==> config.mk <==
export PLATFORM = sky130hd
export DESIGN_NAME = peb_bus
export DESIGN_NICKNAME = d
export VERILOG_FILES = /design/src/rtl/peb_pkg.sv /design/src/rtl/peb_bus_watchdog.sv /design/src/rtl/peb_bus.sv
export SDC_FILE = /design/constraint.sdc
export NUM_CORES = 1
export LEC_CHECK = 0
export ABC_CLOCK_PERIOD_IN_PS = 3700
export CORE_MARGIN = 1.5
export CORE_UTILIZATION = 40
export CTS_CLUSTER_SIZE = 12
export DETAILED_ROUTE_END_ITERATION = 8
export PLACE_DENSITY = 0.87
export SYNTH_ARGS = -nofsm -noshare
export SYNTH_HDL_FRONTEND = slang
export SYNTH_HIERARCHICAL = 1
export SYNTH_SLANG_ARGS = --single-unit
==> constraint.sdc <==
create_clock -name clk -period 3.7 [get_ports clk]
set_input_delay 0.925 -clock clk [delete_from_list [all_inputs] [get_ports clk]]
set_output_delay 0.925 -clock clk [all_outputs]
set_load 0.02 [all_outputs]
==> src/rtl/peb_pkg.sv <==
// Shared definitions for the peripheral expansion bus merger: wishbone FSM states,
// the local-register slot index and status bit positions.
package peb_pkg;

    typedef enum logic [1:0] {
        ST_IDLE,
        ST_WAIT,
        ST_DONE
    } wb_state_t;

    localparam logic [3:0] LOCAL_SLOT = 4'd15;

    localparam int unsigned ST_CONFLICT   = 0;
    localparam int unsigned ST_WBTIMEOUT  = 1;
    localparam int unsigned ST_RDYTIMEOUT = 2;

endpackage

==> src/rtl/peb_bus_watchdog.sv <==
// Ready watchdog: forces the merged ready high after READY_TIMEOUT CPU ticks of
// continuous not-ready inside a memory cycle, until memen falls.
module peb_bus_watchdog #(
    parameter int unsigned READY_TIMEOUT = 1023
) (
    input  logic i_clk,
    input  logic i_rst,
    input  logic i_cpu_clk_en,
    input  logic i_memen,
    input  logic i_rdy_and,
    output logic o_force,
    output logic o_timeout
);

    localparam int unsigned CW = $clog2(READY_TIMEOUT + 1);

    logic [CW-1:0] r_cnt;
    logic          r_force;
    logic          w_expire;

    assign w_expire = i_memen & ~i_rdy_and & i_cpu_clk_en & ~r_force
                    & (r_cnt == CW'(READY_TIMEOUT - 1));

    always_ff @(posedge i_clk or posedge i_rst) begin
        if (i_rst) begin
            r_cnt   <= '0;
            r_force <= 1'b0;
        end else if (!i_memen) begin
            r_cnt   <= '0;
            r_force <= 1'b0;
        end else if (i_rdy_and) begin
            r_cnt <= '0;
        end else if (i_cpu_clk_en && !r_force) begin
            if (w_expire) r_force <= 1'b1;
            else          r_cnt   <= r_cnt + 1'b1;
        end
    end

    assign o_force   = r_force;
    assign o_timeout = w_expire;

endmodule

==> src/rtl/peb_bus.sv <==
// Expansion-bus merger: combines card q/cruin/ready, detects read conflicts and
// bridges wishbone to per-slot cards. Ready watchdog enabled by PEB_BUS_WATCHDOG_EN.
module peb_bus
    import peb_pkg::*;
#(
    parameter int unsigned NSLOTS        = 4,
    parameter int unsigned WB_TIMEOUT    = 255,
    parameter int unsigned READY_TIMEOUT = 1023
) (
    input  logic                  clk,
    input  logic                  reset,
    input  logic                  cpu_clk_en,
    input  logic                  memen,
    input  logic                  dbin,
    input  logic [0:8*NSLOTS-1]   slot_q,
    input  logic [NSLOTS-1:0]     slot_q_select,
    input  logic [NSLOTS-1:0]     slot_cruin,
    input  logic [NSLOTS-1:0]     slot_cru_select,
    input  logic [NSLOTS-1:0]     slot_ready,
    output logic [7:0]            q,
    output logic                  cruin,
    output logic                  ready,
    input  logic [0:22]           wb_adr_i,
    input  logic [7:0]            wb_dat_i,
    output logic [7:0]            wb_dat_o,
    input  logic                  wb_we_i,
    input  logic                  wb_sel_i,
    input  logic                  wb_stb_i,
    input  logic                  wb_cyc_i,
    output logic                  wb_ack_o,
    output logic [NSLOTS-1:0]     slot_wb_stb,
    input  logic [0:8*NSLOTS-1]   slot_wb_dat,
    input  logic [NSLOTS-1:0]     slot_wb_ack,
    output logic                  irq_err
);

    localparam int unsigned TW = $clog2(WB_TIMEOUT + 1);

    wb_state_t       r_state, w_next;
    logic [3:0]      r_idx;
    logic            r_is_slot, r_is_local;
    logic [TW-1:0]   r_tcnt;
    logic [7:0]      r_dat, r_ccount;
    logic            r_ack, r_conflict, r_wbto, r_rdyto;

    logic [7:0]        w_q, w_sel_dat, w_loc_rd, w_status;
    logic              w_cruin, w_rdy_and, w_multi, w_seen, w_sel_ack;
    logic [NSLOTS-1:0] w_stb;
    logic [3:0]        w_adr_slot;
    logic              w_base, w_dec_slot, w_dec_local, w_conflict_ev;
    logic              w_ack_take, w_to_fire, w_loc_acc, w_wr_loc, w_clr0, w_clr1;
    logic              w_rdy_force, w_rdyto_set, w_unused;

    // Card merge; a second selected card marks a multi-drive condition.
    always_comb begin
        w_q       = '0;
        w_cruin   = 1'b0;
        w_rdy_and = 1'b1;
        w_multi   = 1'b0;
        w_seen    = 1'b0;
        for (int unsigned i = 0; i < NSLOTS; i++) begin
            if (slot_q_select[i]) begin
                w_q     = w_q | slot_q[8*i +: 8];
                w_multi = w_multi | w_seen;
                w_seen  = 1'b1;
            end
            w_cruin   = w_cruin | (slot_cruin[i] & slot_cru_select[i]);
            w_rdy_and = w_rdy_and & slot_ready[i];
        end
    end

    assign w_conflict_ev = memen & dbin & w_multi;

    always_comb begin
        w_sel_ack = 1'b0;
        w_sel_dat = '0;
        w_stb     = '0;
        for (int unsigned i = 0; i < NSLOTS; i++) begin
            if (r_is_slot && (4'(i) == r_idx)) begin
                w_sel_ack = slot_wb_ack[i];
                w_sel_dat = slot_wb_dat[8*i +: 8];
                w_stb[i]  = (r_state == ST_WAIT) & wb_stb_i;
            end
        end
    end

    assign w_adr_slot  = wb_adr_i[3:6];
    assign w_base      = (wb_adr_i[0:2] == 3'b000);
    assign w_dec_slot  = w_base && (32'(w_adr_slot) < NSLOTS);
    assign w_dec_local = w_base && (w_adr_slot == LOCAL_SLOT);

    always_comb begin
        w_next     = r_state;
        w_ack_take = 1'b0;
        w_to_fire  = 1'b0;
        w_loc_acc  = 1'b0;
        case (r_state)
            ST_IDLE: if (wb_cyc_i && wb_stb_i) w_next = ST_WAIT;
            ST_WAIT: begin
                if (!wb_cyc_i) begin
                    w_next = ST_IDLE;
                end else if (!r_is_slot) begin
                    w_next    = ST_DONE;
                    w_loc_acc = 1'b1;
                end else if (w_sel_ack) begin
                    w_next     = ST_DONE;
                    w_ack_take = 1'b1;
                end else if (r_tcnt == TW'(WB_TIMEOUT)) begin
                    w_next    = ST_DONE;
                    w_to_fire = 1'b1;
                end
            end
            ST_DONE: w_next = ST_IDLE;
            default: w_next = ST_IDLE;
        endcase
    end

    always_ff @(posedge clk or posedge reset) begin
        if (reset) r_state <= ST_IDLE;
        else       r_state <= w_next;
    end

    assign w_status = {5'b0, r_rdyto, r_wbto, r_conflict};
    assign w_loc_rd = !r_is_local ? 8'h00 : (wb_adr_i[22] ? r_ccount : w_status);
    assign w_wr_loc = w_loc_acc & r_is_local & wb_we_i;
    assign w_clr0   = w_wr_loc & ~wb_adr_i[22];
    assign w_clr1   = w_wr_loc & wb_adr_i[22];

    // Sticky bits: a set event in the same cycle as a clear keeps the bit set.
    always_ff @(posedge clk or posedge reset) begin
        if (reset) begin
            r_ack      <= 1'b0;
            r_dat      <= '0;
            r_idx      <= '0;
            r_is_slot  <= 1'b0;
            r_is_local <= 1'b0;
            r_tcnt     <= '0;
            r_ccount   <= '0;
            r_conflict <= 1'b0;
            r_wbto     <= 1'b0;
            r_rdyto    <= 1'b0;
        end else begin
            r_ack <= (r_state == ST_DONE);
            if (r_state == ST_IDLE && wb_cyc_i && wb_stb_i) begin
                r_idx      <= w_adr_slot;
                r_is_slot  <= w_dec_slot;
                r_is_local <= w_dec_local;
                r_tcnt     <= '0;
            end else if (r_state == ST_WAIT && r_is_slot && w_next == ST_WAIT) begin
                r_tcnt <= r_tcnt + 1'b1;
            end
            if (w_ack_take)     r_dat <= w_sel_dat;
            else if (w_to_fire) r_dat <= 8'hFF;
            else if (w_loc_acc) r_dat <= w_loc_rd;
            if (w_conflict_ev) begin
                if (r_ccount != 8'hFF) r_ccount <= r_ccount + 1'b1;
            end else if (w_clr1) begin
                r_ccount <= '0;
            end
            r_conflict <= w_conflict_ev | (r_conflict & ~(w_clr0 & wb_dat_i[ST_CONFLICT]));
            r_wbto     <= w_to_fire     | (r_wbto     & ~(w_clr0 & wb_dat_i[ST_WBTIMEOUT]));
            r_rdyto    <= w_rdyto_set   | (r_rdyto    & ~(w_clr0 & wb_dat_i[ST_RDYTIMEOUT]));
        end
    end

`ifdef PEB_BUS_WATCHDOG_EN
    peb_bus_watchdog #(
        .READY_TIMEOUT(READY_TIMEOUT)
    ) u_watchdog (
        .i_clk       (clk),
        .i_rst       (reset),
        .i_cpu_clk_en(cpu_clk_en),
        .i_memen     (memen),
        .i_rdy_and   (w_rdy_and),
        .o_force     (w_rdy_force),
        .o_timeout   (w_rdyto_set)
    );
    assign w_unused = ^{wb_sel_i, wb_adr_i[7:21], wb_dat_i[7:3]};
`else
    assign w_rdy_force = 1'b0;
    assign w_rdyto_set = 1'b0;
    assign w_unused    = ^{cpu_clk_en, wb_sel_i, wb_adr_i[7:21], wb_dat_i[7:3], 32'(READY_TIMEOUT)};
`endif

    assign q           = w_q;
    assign cruin       = w_cruin;
    assign ready       = w_rdy_and | w_rdy_force;
    assign wb_dat_o    = r_dat;
    assign wb_ack_o    = r_ack;
    assign slot_wb_stb = w_stb;
    assign irq_err     = r_conflict | r_wbto | r_rdyto;

endmodule
# ---- Yosys cells after proc, flatten, opt, wreduce, memory -nomap -nowiden
# Cells that the tools add are included.
dict set report word_totals {
  in_bits 124
  elab_cells 128
  output_inout_bits 24
  register_bits 36
}
dict set report classes {
  bitwise_logic 36
  n_eq_ne 10
  magnitude_cmp 1
  n_reduce_logical 18
  add_sub_neg 2
  mux 50
}
# op n
set op_table {}
lappend op_table {{$mux 8} 18}
lappend op_table {{$mux 1} 26}
lappend op_table {{$or 8x8->8} 3}
lappend op_table {{$and 1x1->1} 20}
lappend op_table {{$add 8x1->8 const B} 2}
lappend op_table {{$logic_and 1x1->1} 11}
lappend op_table {{$mux 2} 5}
lappend op_table {{$or 1x1->1} 9}
lappend op_table {{$eq 2x4->1 const A} 2}
lappend op_table {{$eq 8x8->1 const B} 1}
lappend op_table {{$ne 8x8->1 const B} 1}
lappend op_table {{$eq 1x4->1 const A} 1}
lappend op_table {{$eq 2x1->1 const B} 2}
lappend op_table {{$eq 4x4->1 const B} 1}
lappend op_table {{$logic_not 4->1} 1}
lappend op_table {{$lt 4x3->1 const B} 1}
lappend op_table {{$not 1->1} 4}
lappend op_table {{$pmux 2 s2} 1}
lappend op_table {{$reduce_bool 2->1} 2}
lappend op_table {{$logic_not 3->1} 1}
lappend op_table {{$reduce_bool 3->1} 1}
lappend op_table {{$eq 2x2->1 const B} 1}
lappend op_table {{$logic_not 2->1} 1}
lappend op_table {{$ne 2x1->1 const B} 1}
lappend op_table {{$reduce_and 2->1} 1}

# ---- Depth between registers and ports, before layout
# Gate-level depths: netlist of the first run.
dict set report logic_depth {
  depth_word 14
  mapped_depth 6
}

# ---- Least setup slack after synthesis of the first run
# No wires, ideal clock.
dict set report synth_path {
  path_type {input to output}
  start {input wb_stb_i}
  end {output slot_wb_stb[2]}
  arrival_ps 1645
  cell_stages 2
  path_buffers 0
  path_slack_ps 1130
  path_cell_list {nand4b_1 -> nor3b_1}
}
dict set report synth_via {
  elab_chain_cells 2
}
# element line_no
set synth_rtl {}
lappend synth_rtl {{from (decl)} peb_bus.sv:28} ;# input logic wb_stb_i,
lappend synth_rtl {{$and 1x1->1} peb_bus.sv:82} ;# w_stb[i] = (r_state == ST_WAIT) & wb_stb_i;
lappend synth_rtl {{$mux 1} peb_bus.sv:79} ;# if (r_is_slot && (4'(i) == r_idx)) begin
lappend synth_rtl {{to (decl)} peb_bus.sv:31} ;# output logic [NSLOTS-1:0] slot_wb_stb,
# Every way passes these cells.

# ---- Worst setup path in the final report of the first run
dict set report layout_path {
  start {input slot_q_select[2]}
  end {output q[3]}
}
dict set report layout_via {
  elab_chain_cells 3
}
# element line_no
set layout_rtl {}
lappend layout_rtl {{from (decl)} peb_bus.sv:16} ;# input logic [NSLOTS-1:0] slot_q_select,
lappend layout_rtl {{$mux 8 (*)} peb_bus.sv:62} ;# if (slot_q_select[i]) begin
lappend layout_rtl {{$or 8x8->8} peb_bus.sv:63} ;# w_q = w_q | slot_q[8*i +: 8];
lappend layout_rtl {{$mux 8 (*)} peb_bus.sv:62}
lappend layout_rtl {{to (decl)} peb_bus.sv:20} ;# output logic [7:0] q,
# Every way passes the cells marked *; elsewhere a longest branch is shown, timed or not.

==> results.md, run 1 <==
- Status: finished clean
- Clock Skew: roughly 0.0063 ns
- Clock sinks: 36
- FF+latch area: about 900 um^2
- TritonCTS buffer count: 5
- Sw Pwr: 0.000331 W
- First-pass GRT wire length: 11900 um
- Power Internal: slightly below 0.0008 W
- H-tree Lvls: 2
- Antenna violations before repair: 0
- Vias post-DR: 2545
- Post-synth top area cell: dfrtp_1
- Worst r2r dst: r_tcnt[7]$_DFFE_PP0P_
- Largest family of logic cells by synthesized area: simple AND/OR/NAND/NOR gates
- CTS clk-pin slew, worst paths: 0.07 ns
- Via density: 5.78
- Final Setup Violations: 0
- Kind of cell adding the most delay to the critical path: buffers and inverters
- Yosys synthesis warning count: 6
- Share of layout cells above drive strength 1: 7.07%
- Type of the worst setup path: in2out
- HP Start: r_is_local$_DFFE_PP0P_
- Worst slew pin tran: 1.08 ns
- Area of the multi-input gates: 0.00136 mm^2
- Total gr overflow: 0
- CP arrival: 2.55 ns
- Hold-fix buffers, CTS: 0
- Gate power share: between 20% and 30%
- Unique cell type count in the Yosys netlist: between 40 and 50
- CP cell instances: clkdlybuf4s50_1 > a22oi_1 > nand2_1 > clkdlybuf4s50_1
- Slowest-stage cell, CP: clkdlybuf4s50_1
- Root Driver: clkbuf_8
- Max Fclk: 0.288 GHz
- Post-synthesis cell area: 0.00236 mm^2
- Max Cap Violations: 0
- Drt pass-1 iters: 4
- Crit path depth: 4
- R2R setup slack: 1.24 ns
- Cts repair resizes: 0
- Primary FF master, synth: dfrtp_1
- Total wire length: ~7600 um
- Pwr Density: 300 mW/mm^2
- Mean Syn Cell Area: 9.60 um^2
- Crit path largest cell delay: 0.71 ns
- Compound-Gate Fraction of Synth Area: 22.7%
- IO Pins: 148
- Yosys top cell area share: 38.1%
- Final WS setup: 0.223 ns
- Leakage: 1.43 nW
- Port bufs: 125
- Tot Pwr: 0.00113 W
- Worst-path maximum fanout: 10
- Die H: 79.9 um
- Worst Hold Depth: 2
- Synth-to-layout area growth: 59.0%
- N_diodes: 0
- Dpl ws: 0.239 ns
- HPWL Detailed: 6090 um
- Final Hold Fails: 0
- Required @ worst endpoint: 2.77 ns
- Overall Global Routing Usage: 23.8%
- Register area share after synthesis: between 30% and 40%
- Relative slew slack: 27.9%
- Reg-to-reg startpoint: r_idx[1]$_DFFE_PP0P_
- Startpoint Class: primary input
- Pins Over Slew Limit: 0
- CP Capture Type: primary output
- Synthesized instance count: around 250
- Adder-cell share of the synthesized area: 1.06%
- TNS Setup: 0 ns
- Clock Path Buffers: 2
- Worst R2R Path Depth: 4
- Multiplexer area fraction after synthesis: 10.9%
- FFs w/ async S/R, synth: 100%
- Chip width: ~80 um
- Worst hold slack: 0.494 ns
- Worst path buffer plus inverter count: 2
- WL/cell: 17.2 um
- WHS Endpoint: r_is_local$_DFFE_PP0P_
- CORE AREA: 0.00561 mm^2
- Post-Synth XOR/XNOR Area: 0%
- ANT nets after route: 0
- Fill cell count: around 470
- Pin count of the biggest net entering global routing: 37
- Post-Synth Simple-Gate Area: between 20% and 30%
- Clock power share: 26.0%
- CTS tree: done
- Initial DRC Count: 134
- Post-route minimum period: 3.48 ns
- Skew-Pair Late Insertion Delay: around 0.29 ns
- Number of global-route vias before repair: around 2600
- Post-synth EDFFs: 0
- Initial Utilization: 42.1%
- Flop pwr share: 45.1%
- Sw frac: 29.4%
- Nets: around 490
- Rows: 27
- #FFs+latches synth: 36
- Synth top area cells: dfrtp_1 (38%), mux4_2 (8.6%), a22oi_1 (5.7%)
- Postcts setup bufs: 0
- Placer Congestion: 0.817
- Syn_nets: 372
- RSZ-0062 raised after global routing: no
- Die area: 0.00638 mm^2
- Worst path most repeated cell: clkdlybuf4s50_1
- VDD IR max: approximately 240 uV
- DRC Markers: 0
- Layout Utilization: 67.0%
- Period utilization: 94.0%
- Min-Delay Path Class: reg2reg
cell usage after synthesis (2+ instances only):
master and instances:
a211o_1 2, a211oi_1 3, a21o_1 2, a21oi_1 15, a221o_1 3, a22oi_1 18
and2_1 2, and4_1 2, buf_2 4, clkbuf_1 9, dfrtp_1 36, ha_1 2
inv_1 11, mux2_2 3, mux2i_1 2, mux4_2 9, nand2_1 32, nand3_1 15
nand4_1 6, nand4b_1 4, nor2_1 6, nor2b_1 2, nor3_1 2, nor3b_1 2
o211ai_1 2, o21ai_1 5, o221ai_1 5, o31ai_1 9, o41ai_1 5, or2_2 2
or3_1 3, or4_1 9
flip-flops by register name (all words and copies together), names as in the netlist, 2 cells and up:
name      count
r_ccount      8
r_idx         4
r_state       2
r_tcnt        8
wb_dat_o      8
power by group through the flow:
stage	clock network, W	logic, W	registers [W]
after detailed placement	0	0.000327	0.000514
final	0.000292	0.000326	0.000507
after global routing	0.000318	0.000354	0.000517
after global placement	0	0.000319	0.000510
after floorplan	0	0.000181	0.000484
after CTS	0.000296	0.000328	0.000506
worst max-delay path by stage:
| stage | start | to | slack, ns |
|---|---|---|---|
| floorplan | wb_stb_i | slot_wb_stb[2] | 1.13 |
| global route | slot_q_select[2] | q[3] | 0.13 |
| finish | slot_q_select[2] | q[3] | 0.22 |
| detailed placement | slot_q_select[2] | q[3] | 0.24 |
| global placement | slot_q_select[2] | q[3] | 0.25 |
| CTS | slot_q_select[2] | q[3] | 0.24 |
metal layers:
layer / vias up / global-route usage, % / wire length (um)
li1: 1213 / - / -
met1: 1225 / 25.2 / 2760
met2: 99 / 47.5 / 4190
met3: 8 / 5.37 / 550
met4: 0 / 4.48 / 55
met5: - / 0 / 0
tightest hold or removal path, stage by stage, from the launching register on:
cell	delay (ns)
dfrtp_1	0.35
nand2_1	0.06
o31ai_1	0.06
final cells by class:
cell class,instances,share of cell area (%)
sequential,36,24.0
tap,72,2.40
timing repair buffer,127,33.7
multi-input combinational,185,36.3
clock buffer,8,2.40
inverter,12,1.20
cell families (layout without fill, tap and decap cells):
family,count (synthesis),count (layout)
fa+ha+maj,2,2
mux,14,14
compound gates,73,73
buf+inv,25,147
simple gates,96,96
flops,36,36
per-stage QoR:
stage | instances | cell area (um^2)
4_1_cts | 440 | 3750
3_5_place_dp | 432 | 3660
5_1_grt | 440 | 3750
3_3_place_gp | 432 | 3660
6_report | 440 | 3750
2_1_floorplan | 246 | 2360
layout by cell type (no fill, tap or decap), drive strengths merged, types with 3 or more instances in the layout:
| master | instances |
|---|---|
| mux4 | 9 |
| a22oi | 18 |
| o31ai | 10 |
| nand2 | 32 |
| nor2 | 6 |
| o21ai | 5 |
| a211oi | 3 |
| nand4b | 4 |
| nor3b | 3 |
| nand3 | 15 |
| clkbuf | 8 |
| clkdlybuf4s50 | 125 |
| nand4 | 6 |
| a221o | 3 |
| or3 | 3 |
| o221ai | 5 |
| or4 | 9 |
| dfrtp | 36 |
| inv | 12 |
| a21oi | 15 |
| o41ai | 5 |
| mux2 | 3 |
(Power assumes the default switching activity.)
==> run 2: changes to the inputs <==
CAP_MARGIN = 0   (was not set)
==> results of run 2 <==
Final layout, timing and power as in run 1 (identical DEF).
==> run 3: changes to the inputs <==
ABC_CLOCK_PERIOD_IN_PS = not set   (was 3700)
==> results of run 3 <==
Final layout, timing and power as in run 1 (identical DEF).
